[config.mk]
export PLATFORM = sky130hd
export DESIGN_NAME = truth_table_scanner
export DESIGN_NICKNAME = d
export VERILOG_FILES = /design/src/rtl/truth_table_scanner.sv
export SDC_FILE = /design/constraint.sdc
export NUM_CORES = 1
export LEC_CHECK = 0
export CORE_MARGIN = 3
export CORE_UTILIZATION = 39
export DETAILED_ROUTE_END_ITERATION = 6
export DONT_BUFFER_PORTS = 1
export PLACE_DENSITY = 0.63
export SLEW_MARGIN = 25
export SYNTH_ARGS = -nofsm -noshare
export SYNTH_HDL_FRONTEND = slang
export SYNTH_SLANG_ARGS = --single-unit
[constraint.sdc]
create_clock -name clk -period 1.79 [get_ports clk]
set_input_delay 0.358 -clock clk [delete_from_list [all_inputs] [get_ports clk]]
set_output_delay 0.358 -clock clk [all_outputs]
set_load 0.05 [all_outputs]
[src/rtl/truth_table_scanner.sv]
// truth_table_scanner
//   Walks every input combination of a combinational function under test,
//   holds each one for SETTLE cycles, samples the one-bit response into a
//   truth table, then streams the minterm row numbers (rows where F=1) in
//   ascending order over a valid/ready interface.
//
// Ports
//   clk            in   rising-edge clock
//   rst_n          in   asynchronous active-low reset
//   start          in   begin a scan (only looked at in IDLE)
//   stim           out  N_IN-bit input vector to the function under test
//   resp           in   function output F
//   busy           out  scan in progress (high through the DONE cycle)
//   done           out  one-cycle end-of-scan pulse
//   truth_table    out  bit i = sampled resp for stim == i
//   minterm_count  out  number of ones in truth_table
//   mt_valid       out  mt_index carries a minterm
//   mt_ready       in   consumer accepts mt_index
//   mt_index       out  minterm row number
//   dbg_state      out  current FSM state (IDLE=0, DRIVE=1, EMIT=2, DONE=3)
//
// Handshake: a minterm transfers on a rising edge where mt_valid and
// mt_ready are both 1. Once mt_valid rises it stays high, with mt_index
// unchanged, until that transfer happens; mt_valid does not wait for
// mt_ready.
module truth_table_scanner #(
   parameter int N_IN   = 2,
   parameter int SETTLE = 2
) (
   input  logic                   clk,
   input  logic                   rst_n,
   input  logic                   start,
   output logic [N_IN-1:0]        stim,
   input  logic                   resp,
   output logic                   busy,
   output logic                   done,
   output logic [(1<<N_IN)-1:0]   truth_table,
   output logic [N_IN:0]          minterm_count,
   output logic                   mt_valid,
   input  logic                   mt_ready,
   output logic [N_IN-1:0]        mt_index,
   output logic [1:0]             dbg_state
);

   localparam int ROWS = 1 << N_IN;
   localparam int CW   = (SETTLE > 1) ? $clog2(SETTLE) : 1;

   typedef enum logic [1:0] {
      S_IDLE  = 2'd0,
      S_DRIVE = 2'd1,
      S_EMIT  = 2'd2,
      S_DONE  = 2'd3
   } state_t;

   state_t            state_q, state_d;
   logic [N_IN-1:0]   stim_q, stim_d;
   logic [CW-1:0]     cnt_q, cnt_d;
   logic [ROWS-1:0]   tbl_q, tbl_d;
   logic [N_IN:0]     mc_q, mc_d;
   logic [N_IN-1:0]   ptr_q, ptr_d;

   logic              settle_last;
   logic              stim_last;
   logic              ptr_last;
   logic              row_is_one;

   assign settle_last = (cnt_q == CW'(SETTLE - 1));
   assign stim_last   = (stim_q == {N_IN{1'b1}});
   assign ptr_last    = (ptr_q == {N_IN{1'b1}});
   assign row_is_one  = tbl_q[ptr_q];

   always_comb begin
      state_d = state_q;
      stim_d  = stim_q;
      cnt_d   = cnt_q;
      tbl_d   = tbl_q;
      mc_d    = mc_q;
      ptr_d   = ptr_q;

      case (state_q)
         S_IDLE: begin
            stim_d = '0;
            if (start) begin
               state_d = S_DRIVE;
               cnt_d   = '0;
               tbl_d   = '0;
               mc_d    = '0;
            end
         end

         S_DRIVE: begin
            if (settle_last) begin
               tbl_d[stim_q] = resp;
               if (resp) begin
                  mc_d = mc_q + (N_IN + 1)'(1);
               end
               cnt_d = '0;
               if (stim_last) begin
                  // Capture complete: stimulus returns to zero while emitting.
                  state_d = S_EMIT;
                  stim_d  = '0;
                  ptr_d   = '0;
               end else begin
                  stim_d = stim_q + N_IN'(1);
               end
            end else begin
               cnt_d = cnt_q + CW'(1);
            end
         end

         S_EMIT: begin
            // Zero rows are skipped in one cycle; one rows wait for the consumer.
            if (!row_is_one || mt_ready) begin
               if (ptr_last) begin
                  state_d = S_DONE;
               end else begin
                  ptr_d = ptr_q + N_IN'(1);
               end
            end
         end

         S_DONE: begin
            state_d = S_IDLE;
         end

         default: begin
            state_d = S_IDLE;
         end
      endcase
   end

   always_ff @(posedge clk or negedge rst_n) begin
      if (!rst_n) begin
         state_q <= S_IDLE;
         stim_q  <= '0;
         cnt_q   <= '0;
         tbl_q   <= '0;
         mc_q    <= '0;
         ptr_q   <= '0;
      end else begin
         state_q <= state_d;
         stim_q  <= stim_d;
         cnt_q   <= cnt_d;
         tbl_q   <= tbl_d;
         mc_q    <= mc_d;
         ptr_q   <= ptr_d;
      end
   end

   assign stim          = stim_q;
   assign busy          = (state_q != S_IDLE);
   assign done          = (state_q == S_DONE);
   assign truth_table   = tbl_q;
   assign minterm_count = mc_q;
   assign mt_valid      = (state_q == S_EMIT) && row_is_one;
   assign mt_index      = mt_valid ? ptr_q : '0;
   assign dbg_state     = state_q;

endmodule

==> impl_metrics.ini <==
[outcome]
status = finished with violations
violations = setup timing

[cells_and_area]
area_growth_syn_to_layout_pct = 25.7
layout_commonest_cell = buf_4
drive_above_1_share_pct = 41.8
layout_common_cells = buf_4 (16), nand2_1 (7), ha_1 (7), dfrtp_1 (7), dfrtp_2 (7)
fin_cells = 138
diodes = 0
fin_area_um2 = 1170
final_net_count = 126

[route]
ant_nets = 0
drtPass1Iterations = 4
drc = 0
dr_wl_met2_um = 942
maxUsedRoutingLayer = met4
wl_per_cell_um = 15.1
wl_mm = 2.09
wl_met1_um = 955
via_count = 740
initialDrtViolationCount = 11
wl_met3_um = 166
viasPerCell = 5.36

[sta]
fmax_mhz = 534
max_slew_margin_pct = 55.5
finalSetupViolCount = 5
timing.hold.ws_ps = 171
drv_slew = 0
layout_setup_ws_ps = -81.0
max_slew.worst_pin.slew_ps = 665
clock_skew_ps = 9.93
fin_setup_tns_ps = -320
rsz0062_at_grt = yes
fin_crit_ps = 1870
period_share_pct = 105
hold_violations = 0

[setup_path]
arrival_ps = 1510
worstRegToRegCells = 5
required_ps = 1430
critPathKind = register to output port
crit_path_end_kind = output port
cp_max_fo = 4
startpoint_type = register

[clock_network]
cts_max_path_buffers = 2
cts_tree = yes
clkLatencyLatePin_ps = 290
cts.sinks = 14
clk_transition_reported_paths_ps = 100
cts-root-buf = clkbuf_4
htree_levels = 1
cts-buffers-inserted = 3

[yosys]
ys_seq_area_share_pct = 37.7
ys_seq_elements = 14
synthArstFlopShare_pct = 100
synth_top_flop_cell = dfrtp_1
synth-edff-count = 0
syn_avg_cell_area_um2 = 9.98
syn_inst = 93
ys_warn_count = 0
synth_area_um2 = 928
synth_cell_types = 31
synth_nets = 108

[job]
max_cap_viol_count = 0

[placed_design]
dp_hpwl_mm = 1.54
port_buffers = 0
routabilityCongestion = 0.773
dp_cells = 131
place_area_um2 = 1080

[floorplanning]
initial_core_util_pct = 41.6
dieArea_um2 = 3000
rows = 17
core_um2 = 2230
pin_count = 21
die_w_um = 54.8
die_h_um = 54.8

[power]
pwr_density_cell_nw_per_um2 = 2060
p_comb_share_pct = 65.9
power_frac_clock_pct = 10.0
switchingPower_mw = 1.22
pwr-share-seq_pct = 24.1
p_sw_share_pct = 50.8
internal-power_mw = 1.18
p_leak_nw = 0.548
ir_drop_v = 0.000923

[global_route]
grt_overflow = 0
grt_pass1_vias = 751
antenna_found_initial = 0
grt_pass1_wl_mm = 3.48
grt_usage_pct = 16.5
grt_start_max_net_pins = 15

[min_path]
holdPathStages = 1
hold_class = primary input to register
power groups by stage:
stage	registers [mW]	clock network [mW]	logic [mW]
5_1_grt	0.595	0.260	1.73
4_1_cts	0.573	0.245	1.55
2_1_floorplan	0.858	0	0.911
3_3_place_gp	0.577	0	1.47
3_5_place_dp	0.579	0	1.51
6_report	0.579	0.240	1.58
worst max-delay path: stages, from the launching register on:
cell and delay, ps:
dfrtp_1 380, mux4_2 560, and3_4 270
per-layer routing:
metal	global-route usage, %	up-vias
met5	0	-
met4	3.73	0
met3	7.63	4
met2	25.8	23
met1	20.4	352
li1	-	361
final cells by class:
cell class	count	area, um2
inverters	7	26.3
fillers	195	1070
multi-input cells	67	569
repair buffers	18	141
clock buffers	4	36.3
flip-flops and latches	14	359
well taps	28	35.0
through the flow:
stage          total power, mW  utilization, %  worst slack, ps
6_report                  2.40            52.3            -81.0
5_1_grt                   2.59            52.3             -138
4_1_cts                   2.37            51.3            -81.2
3_5_place_dp              2.08            48.4             56.8
3_3_place_gp              2.05            48.4              110
2_1_floorplan             1.77               -             -117
cells in the mapped netlist (2+ instances only):
master / instances / share of area, %
dfrtp_1: 14 / 38
ha_1: 10 / 13
buf_2: 3 / 1.6
inv_1: 7 / 2.8
clkbuf_1: 2 / 0.81
o21ai_1: 6 / 3.2
nor2_1: 6 / 2.4
and3_1: 2 / 1.3
nand2b_1: 2 / 1.3
a21oi_1: 4 / 2.2
mux2i_1: 6 / 6.5
nand3_1: 4 / 2.2
and3_2: 3 / 2.4
nand2_1: 7 / 2.8
path summary, 6_finish.rpt:
path	startpoint	to	slack [ps]
max	ptr_q[0]$_DFFE_PN0P_	mt_index[1]	-80
min	start	minterm_count[2]$_DFFE_PN0P_	170
max reg2reg	ptr_q[0]$_DFFE_PN0P_	dbg_state[1]$_DFFE_PN0P_	-60
min reg2reg	ptr_q[1]$_DFFE_PN0P_	ptr_q[1]$_DFFE_PN0P_	620
max in group asynchronous	rst_n	stim[0]$_DFFE_PN0P_	790
min in group asynchronous	rst_n	ptr_q[1]$_DFFE_PN0P_	530
kinds of logic after synthesis:
logic type | share of synthesized area (%)
simple gates | 15.0
fa+ha+maj | 13.5
mux | 11.7
compound gates | 15.0
buf+inv | 5.26
xor+xnor | 1.89
flops | 37.7
sequential cells by signal (all words and copies together) (netlist names):
| register | count |
|---|---|
| minterm_count | 3 |
| cnt_q | 1 |
| dbg_state | 2 |
| ptr_q | 2 |
| stim | 2 |
| truth_table | 4 |
what timing repair did:
action,4_1_cts,5_1_grt
resized for setup,4,2
setup endpoints to repair,3,6
pin swaps,0,2
buffers inserted,1,1
hold endpoints to repair,14,0
hold buffers,1,0
No activity file was read; power rests on OpenSTA's default activity.
